`src/rtl/monitor_compuertas_if.sv`:
```
// Bus bundle between the gate stimulus side and the response checker.
// Carries the start/valid handshake, the applied stimulus pair, the gate
// responses, and the result outputs of the checker.
interface monitor_compuertas_if #(
   parameter int CNT_W = 8
);
   logic             start;
   logic             valid_in;
   logic             A;
   logic             B;
   logic             out_and;
   logic             out_or;
   logic             out_not;
   logic             busy;
   logic             done;
   logic             pass;
   logic [CNT_W-1:0] vec_count;
   logic [CNT_W-1:0] err_count;
   logic [2:0]       fail_flags;
   logic [CNT_W-1:0] first_fail_idx;
   logic [1:0]       first_fail_ab;

   // Stimulus side: drives the vectors and responses, reads back the results.
   modport master (
      output start, valid_in, A, B, out_and, out_or, out_not,
      input  busy, done, pass, vec_count, err_count, fail_flags,
             first_fail_idx, first_fail_ab
   );

   // Checker side.
   modport slave (
      input  start, valid_in, A, B, out_and, out_or, out_not,
      output busy, done, pass, vec_count, err_count, fail_flags,
             first_fail_idx, first_fail_ab
   );
endinterface

```
`src/rtl/monitor_compuertas.sv`:
```
// Response checker for the gate library.
// It compares the AND/OR/NOT responses against golden values derived from
// the applied A/B pair. Over a run of NUM_VECTORS valid samples it counts
// vectors and failing vectors, keeps sticky per-gate fail flags and records
// the first failing vector. It then reports done/pass.
module monitor_compuertas #(
   parameter int NUM_VECTORS = 4,
   parameter int CNT_W       = 8
) (
   input logic                  clk,
   input logic                  reset_L,
   monitor_compuertas_if.slave  bus
);

   localparam logic [1:0] ST_IDLE = 2'd0;
   localparam logic [1:0] ST_RUN  = 2'd1;
   localparam logic [1:0] ST_DONE = 2'd2;

   localparam logic [CNT_W-1:0] CNT_ONE  = CNT_W'(1);
   localparam logic [CNT_W-1:0] LAST_CNT = CNT_W'(NUM_VECTORS);
   localparam logic [CNT_W-1:0] ERR_MAX  = {CNT_W{1'b1}};

   logic [1:0]       state_q, state_d;
   logic [CNT_W-1:0] vec_count_q, vec_count_d;
   logic [CNT_W-1:0] err_count_q, err_count_d;
   logic [2:0]       fail_flags_q, fail_flags_d;
   logic [CNT_W-1:0] first_fail_idx_q, first_fail_idx_d;
   logic [1:0]       first_fail_ab_q, first_fail_ab_d;
   logic             pass_q, pass_d;

   logic [2:0]       mism;
   logic [CNT_W-1:0] vec_next;

   // Next-state logic. Golden comparison and run bookkeeping happen here.
   // A vector that mismatches on several gates still counts as one error.
   always_comb begin
      state_d          = state_q;
      vec_count_d      = vec_count_q;
      err_count_d      = err_count_q;
      fail_flags_d     = fail_flags_q;
      first_fail_idx_d = first_fail_idx_q;
      first_fail_ab_d  = first_fail_ab_q;
      pass_d           = pass_q;

      mism     = {bus.out_not ^ ~bus.A,
                  bus.out_or  ^ (bus.A | bus.B),
                  bus.out_and ^ (bus.A & bus.B)};
      vec_next = vec_count_q + CNT_ONE;

      case (state_q)
         ST_IDLE, ST_DONE: begin
            if (bus.start) begin
               state_d          = ST_RUN;
               vec_count_d      = '0;
               err_count_d      = '0;
               fail_flags_d     = '0;
               first_fail_idx_d = '0;
               first_fail_ab_d  = '0;
               pass_d           = 1'b0;
            end
         end
         ST_RUN: begin
            if (bus.valid_in) begin
               vec_count_d  = vec_next;
               fail_flags_d = fail_flags_q | mism;
               if (mism != 3'b000) begin
                  if (err_count_q != ERR_MAX) begin
                     err_count_d = err_count_q + CNT_ONE;
                  end
                  if (err_count_q == '0) begin
                     first_fail_idx_d = vec_count_q;
                     first_fail_ab_d  = {bus.A, bus.B};
                  end
               end
               if (vec_next == LAST_CNT) begin
                  state_d = ST_DONE;
                  pass_d  = (err_count_q == '0) && (mism == 3'b000);
               end
            end
         end
         default: begin
            state_d = ST_IDLE;
         end
      endcase
   end

   // State and result registers. Reset aborts any run and clears every result.
   always_ff @(posedge clk or negedge reset_L) begin
      if (!reset_L) begin
         state_q          <= ST_IDLE;
         vec_count_q      <= '0;
         err_count_q      <= '0;
         fail_flags_q     <= '0;
         first_fail_idx_q <= '0;
         first_fail_ab_q  <= '0;
         pass_q           <= 1'b0;
      end else begin
         state_q          <= state_d;
         vec_count_q      <= vec_count_d;
         err_count_q      <= err_count_d;
         fail_flags_q     <= fail_flags_d;
         first_fail_idx_q <= first_fail_idx_d;
         first_fail_ab_q  <= first_fail_ab_d;
         pass_q           <= pass_d;
      end
   end

   assign bus.busy           = (state_q == ST_RUN);
   assign bus.done           = (state_q == ST_DONE);
   assign bus.pass           = pass_q;
   assign bus.vec_count      = vec_count_q;
   assign bus.err_count      = err_count_q;
   assign bus.fail_flags     = fail_flags_q;
   assign bus.first_fail_idx = first_fail_idx_q;
   assign bus.first_fail_ab  = first_fail_ab_q;

endmodule

```
`src/flat_wrapper.sv`:
```
// flat-port wrapper written by rule: the top's interface ports become plain ports
module monitor_compuertas_flat 
#(
   parameter int NUM_VECTORS = 4,
   parameter int CNT_W       = 8
)
  (clk, reset_L, bus_start, bus_valid_in, bus_A, bus_B, bus_out_and, bus_out_or, bus_out_not, bus_busy, bus_done, bus_pass, bus_vec_count, bus_err_count, bus_fail_flags, bus_first_fail_idx, bus_first_fail_ab);
  monitor_compuertas_if #(.CNT_W(CNT_W)) bus_i ();
  input logic clk;
  input logic reset_L;
  input wire logic [$bits(bus_i.start)-1:0] bus_start;
  input wire logic [$bits(bus_i.valid_in)-1:0] bus_valid_in;
  input wire logic [$bits(bus_i.A)-1:0] bus_A;
  input wire logic [$bits(bus_i.B)-1:0] bus_B;
  input wire logic [$bits(bus_i.out_and)-1:0] bus_out_and;
  input wire logic [$bits(bus_i.out_or)-1:0] bus_out_or;
  input wire logic [$bits(bus_i.out_not)-1:0] bus_out_not;
  output wire logic [$bits(bus_i.busy)-1:0] bus_busy;
  output wire logic [$bits(bus_i.done)-1:0] bus_done;
  output wire logic [$bits(bus_i.pass)-1:0] bus_pass;
  output wire logic [$bits(bus_i.vec_count)-1:0] bus_vec_count;
  output wire logic [$bits(bus_i.err_count)-1:0] bus_err_count;
  output wire logic [$bits(bus_i.fail_flags)-1:0] bus_fail_flags;
  output wire logic [$bits(bus_i.first_fail_idx)-1:0] bus_first_fail_idx;
  output wire logic [$bits(bus_i.first_fail_ab)-1:0] bus_first_fail_ab;
  assign bus_i.start = bus_start;
  assign bus_i.valid_in = bus_valid_in;
  assign bus_i.A = bus_A;
  assign bus_i.B = bus_B;
  assign bus_i.out_and = bus_out_and;
  assign bus_i.out_or = bus_out_or;
  assign bus_i.out_not = bus_out_not;
  assign bus_busy = bus_i.busy;
  assign bus_done = bus_i.done;
  assign bus_pass = bus_i.pass;
  assign bus_vec_count = bus_i.vec_count;
  assign bus_err_count = bus_i.err_count;
  assign bus_fail_flags = bus_i.fail_flags;
  assign bus_first_fail_idx = bus_i.first_fail_idx;
  assign bus_first_fail_ab = bus_i.first_fail_ab;
  monitor_compuertas #(.NUM_VECTORS(NUM_VECTORS), .CNT_W(CNT_W)) u_core (.clk(clk), .reset_L(reset_L), .bus(bus_i));
endmodule
```
`config.mk`:
```
export PLATFORM = sky130hd
export DESIGN_NAME = monitor_compuertas_flat
export DESIGN_NICKNAME = d
export VERILOG_FILES = /design/src/rtl/monitor_compuertas_if.sv /design/src/rtl/monitor_compuertas.sv /design/src/flat_wrapper.sv
export SDC_FILE = /design/constraint.sdc
export NUM_CORES = 1
export LEC_CHECK = 0
export CORE_AREA = 2 2 79 81
export CTS_CLUSTER_DIAMETER = 60
export DETAILED_ROUTE_END_ITERATION = 10
export DIE_AREA = 0 0 81 83
export GPL_TIMING_DRIVEN = 0
export PLACE_DENSITY = 0.65
export SLEW_MARGIN = 40
export SYNTH_ARGS = -nofsm -noshare
export SYNTH_HDL_FRONTEND = slang
export SYNTH_SLANG_ARGS = --single-unit
```
`constraint.sdc`:
```
create_clock -name clk -period 1.87 [get_ports clk]
set_input_delay 0.2805 -clock clk [delete_from_list [all_inputs] [get_ports clk]]
set_output_delay 0.2805 -clock clk [all_outputs]
set_load 0.02 [all_outputs]
```
==> impl_results.md, run 1 <==
* H-tree depth at 2
* Critical path endpoint category: flop
* Area contributors post-synth: dfrtp_1 46%, a21bo_2 5.8%, nand4_1 5.1%, nand2_1 3.7%, o21ai_0 3.5%
* Worst hold slack at 0.431 ns
* Sequential area share after synthesis at 46.2%
* Setup TNS at 0 ns
* P&R area growth vs syn at 42.3%
* Final worst-path cycle share at 97.8%
* Share of cells above drive strength 1 at 22.1%
* Max Cap Viol at 0
* Synth cell types at 38
* EDFF count, synth at 0
* Sink Count at 32
* Core Region at 5820 um^2
* Initial antenna violation count at 0
* Clock buffer depth at 2
* First-pass GRT wire length at 7250 um
* Class of the worst hold path: in2async
* Min Tclk post-route at 1.83 ns
* Width of the die at 81 um
* Nets at 247
* DRC at 0
* Crit-path max FO at 10
* Largest family of logic cells by synthesized area: simple AND/OR/NAND/NOR gates
* Reg clk slew, reported paths at 0.07 ns
* PortBufs at 40
* GRT Overall Usage at 13.8%
* Number of DRC markers in iteration 0 at 92
* FMAX at 547 MHz
* # IOs at 41
* Detailed placer's ending HPWL at 3130 um
* Critical Path AT at 2.03 ns
* Final design utilization at 42.4%
* Post-synth ARST share at 100%
* Area occupied by multi-input gates at 933 um^2
* Worst EP required at 2.08 ns
* Final instance area at 2460 um^2
* Clk Latency, worst-skew pair at 0.28 ns
* Syn_nets at 193
* Cells after DPL at 296
* Post-synthesis compound-gate area fraction at 17.8%
* Status: finished, final reports clean
* Vert. Die Dim at 83 um
* Worst r2r src: u_core.bus.vec_count[0]
* Leakage at 1.05 nW
* Post-Synth Simple-Gate Area at 24.0%
* Actual slew at the worst max-slew pin at 0.552 ns
* Vias/cell at 5.03
* Non-Filler Instances at 310
* Mapped cell area at 1730 um^2
* Initial Util at 29.8%
* Skew final at 0.00426 ns
* Synth Area in XOR/XNOR at 4.05%
* Seq cells post-synth at 32
* Pwr Total at 3.22 mW
* Via count at 1559
* DRT Wirelength at 4410 um
* RSZ-0062 raised after global routing: yes
* Dominant synthesized flop cell: dfrtp_1
* Synth warn at 0
* DP Worst Slack at -0.598 ns
* Area share of the largest cell type after synthesis at 46.2%
* Worst Setup Path Type: in2reg
* Startpoint types: input port
* Root Driver: clkbuf_8
* Avg Inst Size Synth at 9.62 um^2
* Fillers at 585
* Largest net degree at the start of global routing at 22
* CTS buffer count at 5
* N_diodes at 0
* Critical Path Start: bus_valid_in
* Worst ir drop on vdd at 665 uV
* CTS tree: built
* Pwr Density at 1310 nW/um^2
* Fin. Hold Viols at 0
* Detail Route Antenna Nets at 0
* First drt pass iteration count at 4
* Dpl cell area at 2260 um^2
* PnR worst setup slack at 0.0413 ns
* Total gr overflow at 0
* Max Slew Vio Count at 0
* Max_slew headroom at 62.8%
* Post-Synth Adder-Cell Area at 2.89%
* Register Area at 806 um^2
* Post-synthesis mux area share at 2.38%
* Vias in the first global route at 1531
* Synth Instances at 180
* GPL Wtd Cong at 0.805
* WL per Instance at 14.2 um
* Area leader, netlist: dfrtp_1
* Row count at 28
* Final setup violation count at 0
* Full die area at 6720 um^2
## cell usage in the layout (no fill, tap or decap), types with 2 or more instances in the layout
master	count
or4_1	4
a21oi_2	3
ha_1	3
clkdlybuf4s15_2	2
dlygate4sd2_1	3
a21oi_1	7
and3_1	4
clkdlybuf4s50_1	33
nor2_1	7
dfrtp_1	28
buf_4	6
dfrtp_2	4
or3_1	3
nand3b_1	3
xnor2_1	4
a22o_1	2
a21bo_2	10
xor2_1	3
nand2_1	17
inv_1	4
o31ai_1	4
o21ai_0	12
nand4_1	14
nor3_1	2
mux2i_1	3
nor2_2	2
clkbuf_1	2
clkbuf_2	2
nand2b_1	3
and2_1	3
clkbuf_8	5
nand3_1	7
buf_2	2
## cells in the mapped netlist (5+ instances only)
cell,instances
dfrtp_1,32
nand2_1,17
nand4_1,14
o21ai_0,12
a21bo_2,10
a21oi_1,10
nor2_1,8
nand3_1,7
and3_1,5
clkbuf_1,5
inv_1,5
## sequential cells by signal, indices dropped and copies added, names as in the netlist
register                   count
u_core.bus.first_fail_idx      8
u_core.bus.pass                1
u_core.bus.first_fail_ab       2
u_core.bus.fail_flags          3
u_core.bus.vec_count           8
u_core.bus.err_count           8
u_core.state_q                 2
## area by class of cell
cell class                      instances  share of cell area [%]
Timing Repair Buffer                   48                    19.9
Inverter                                5                   0.762
Clock inverter                          1                   0.203
Tap cell                               75                    3.81
Multi-Input combinational cell        136                    37.9
Buffer                                  6                    1.68
Sequential cell                        32                    32.7
Clock buffer                            7                    3.10
## critical path, stage by stage
cell and delay [ns]:
clkdlybuf4s50_1 0.48, nand3b_1 0.12, or3_1 0.40, buf_6 0.15, or4_1 0.47, a21oi_1 0.14
## worst paths after layout
check | endpoint | slack (ns) | depth (start not counted)
worst max-delay path | u_core.bus.err_count[7] | 0.04 | 6
min in group clk | u_core.bus.first_fail_ab[1] | 0.48 | 1
worst min-delay path | u_core.bus.vec_count[5] | 0.43 | 2
worst max register to register | u_core.bus.pass | 0.06 | 5
worst min register to register | u_core.bus.first_fail_ab[1] | 0.48 | 1
max in group asynchronous | u_core.bus.err_count[2] | 1.02 | 3
## report_power, final
group / internal (mW) / total, mW / switching [mW]
Sequential: 0.884 / 1.09 / 0.203
Combinational: 0.749 / 1.62 / 0.869
Clock: 0.261 / 0.518 / 0.257
## what timing repair did
action,in CTS,in global routing
endpoints found under the setup margin,19,20
pin swaps,3,5
hold buffers,1,0
setup buffers,5,1
gates resized for setup,15,22
endpoints found under the hold margin,11,0
## metal layers
layer	wire length (um)	global-route usage, %	part of all wire (%)
met1	2060	18.6	47
met4	83	7.40	1.9
met5	0	0	0
met3	135	2.28	3.1
met2	2130	21.0	48
## logic make-up after synthesis
logic type,after synthesis
buffers and inverters,12
DFF,32
xor gates and xnor gates,8
adders and majority gates,4
AOI/OAI and AO/OA,44
and+or+nand+nor,76
muxes,4
Power figures use the tool's default switching activity.
==> run 2, diff against run 1 <==
CORE_AREA = 2 2 66 99   (was 2 2 79 81)
DIE_AREA = 0 0 68 101   (was 0 0 81 83)
PLACE_DENSITY = 0.64   (was 0.65)
==> run 2 against run 1 <==
Effect of this change: sequential share of layout area grew 0.22 points; critical endpoint is now u_core.bus.pass; worst hold slack lost 0.038 ns; sequential power is essentially flat; largest cell class unchanged; highest routed layer unchanged.
==> impl_results.md, run 2 (synthesis results as in run 1) <==
* Status: finished, final reports clean
* Critical path's slowest cell: dfrtp_2
* Nets at 249
* Setup TNS at 0 ns
* GPL Wtd Cong at 0.810
* Most common cell after layout, fill and taps aside: clkdlybuf4s50_1
* Vert. Die Dim at 101 um
* DRT Wirelength at 4450 um
* Max Cap Viol at 0
* Share of cells above drive strength 1 at 26.2%
* Clock buffer depth at 2
* FMAX at 554 MHz
* Via count at 1582
* Worst Setup Path Type: reg2reg
* Clk Latency, worst-skew pair at 0.28 ns
* Area occupied by multi-input gates at 923 um^2
* Number of DRC markers in iteration 0 at 91
* First-pass GRT wire length at 7250 um
* Largest net degree at the start of global routing at 24
* Width of the die at 68 um
* WL per Instance at 14.3 um
* Actual slew at the worst max-slew pin at 0.555 ns
* DRC at 0
* Class of the worst hold path: in2async
* Startpoint types: flop
* GRT Overall Usage at 14.1%
* DP Worst Slack at -0.617 ns
* First drt pass iteration count at 4
* PortBufs at 40
* Critical path endpoint category: flop
* Core Region at 6040 um^2
* Worst path buffer plus inverter count at 0
* Final design utilization at 40.6%
* CP delay by family, top: flip-flops
* Skew final at 0.00422 ns
* Root Driver: clkbuf_8
* Vias in the first global route at 1572
* Worst ir drop on vdd at 578 uV
* Commonest cells after routing, fill and taps aside: 31 x clkdlybuf4s50_1, 27 x dfrtp_1, 17 x nand2_1
* CTS tree: built
* Reg clk slew, reported paths at 0.07 ns
* Sink Count at 32
* Pwr Density at 1320 nW/um^2
* Pwr Total at 3.25 mW
* Worst EP required at 2.04 ns
* CTS buffer count at 5
* Detailed placer's ending HPWL at 3180 um
* Max_slew headroom at 62.6%
* H-tree depth at 2
* Leakage at 1.08 nW
* N_diodes at 0
* Final setup violation count at 0
* Worst r2r src: u_core.bus.vec_count[0]
* Final worst-path cycle share at 96.5%
* Detail Route Antenna Nets at 0
* PnR worst setup slack at 0.0656 ns
* Initial Util at 28.7%
* Total gr overflow at 0
* Full die area at 6870 um^2
* Fillers at 639
* Fin. Hold Viols at 0
* Slowest cell delay on critical path at 0.43 ns
* Initial antenna violation count at 0
* Critical Path Start: u_core.bus.vec_count[0]
* P&R area growth vs syn at 41.5%
* Max Slew Vio Count at 0
* Row count at 35
* Crit-path max FO at 4
* Crit-path cells: ha_2 -> and3_1 -> nand3_1 -> xor2_2 -> a31o_2 -> mux2_2
* Critical Path AT at 1.97 ns
* Vias/cell at 5.09
* # IOs at 41
* Min Tclk post-route at 1.80 ns
* Register Area at 807 um^2
[run 2: power breakdown]
part / leakage (nW) / switching (mW) / internal [mW]
combinational: 0.616 / 0.867 / 0.751
sequential: 0.415 / 0.190 / 0.887
clock: 0.0510 / 0.258 / 0.293
total: 1.08 / 1.31 / 1.93
[run 2: metal layers]
metal | up-vias | track usage, % | wire length [um]
li1 | 768 | - | -
met1 | 763 | 15.9 | 1740
met2 | 44 | 24.0 | 2390
met3 | 7 | 3.69 | 246
met4 | 0 | 6.46 | 77
met5 | - | 0 | 0
[run 2: worst register-to-register path, cell delays in order, from the launching register on]
cell     delay, ns
dfrtp_2       0.43
ha_2          0.21
and3_1        0.21
nand3_1       0.13
xor2_2        0.20
a31o_2        0.18
mux2_2        0.32
[run 2: final cells by class]
cell class              instances  area share (%)
well taps                      74            3.78
repair buffers                 50            19.4
clock buffers                   6            3.37
plain buffers                   6            1.68
flip-flops and latches         32            32.9
multi-input cells             136            37.7
clock inverters                 2           0.408
inverters                       5           0.766
[run 2: through the flow]
step | hold WS (ns) | area [um^2] | instances
3_3_place_gp | 0.480 | 2230 | 294
4_1_cts | 0.401 | 2410 | 308
6_report | 0.393 | 2450 | 311
5_1_grt | 0.429 | 2450 | 311
2_1_floorplan | -0.0151 | 1740 | 180
3_5_place_dp | 0.162 | 2250 | 295
[run 2: path summary, 6_finish.rpt]
path | end | slack [ns] | depth (start not counted)
worst max-delay path | u_core.bus.pass | 0.07 | 6
worst min register to register | u_core.bus.first_fail_idx[1] | 0.49 | 1
worst max register to register | u_core.bus.pass | 0.07 | 6
min in group clk | u_core.bus.fail_flags[2] | 0.41 | 4
worst min-delay path | u_core.bus.err_count[5] | 0.39 | 2
max in group asynchronous | u_core.bus.vec_count[2] | 1.06 | 3
[run 2: repair_timing]
| action | CTS | global route |
|---|---|---|
| hold buffers | 1 | 0 |
| setup buffers | 5 | 3 |
| setup endpoints to repair | 22 | 20 |
| pin swaps | 3 | 5 |
| gates resized for setup | 18 | 28 |
| hold endpoints to repair | 9 | 0 |
==> run 3, diff against run 2 <==
CTS_CLUSTER_DIAMETER = 150   (was 60)
==> results of run 3 <==
Same layout as run 2: the final DEF is identical, and so are final timing and power.
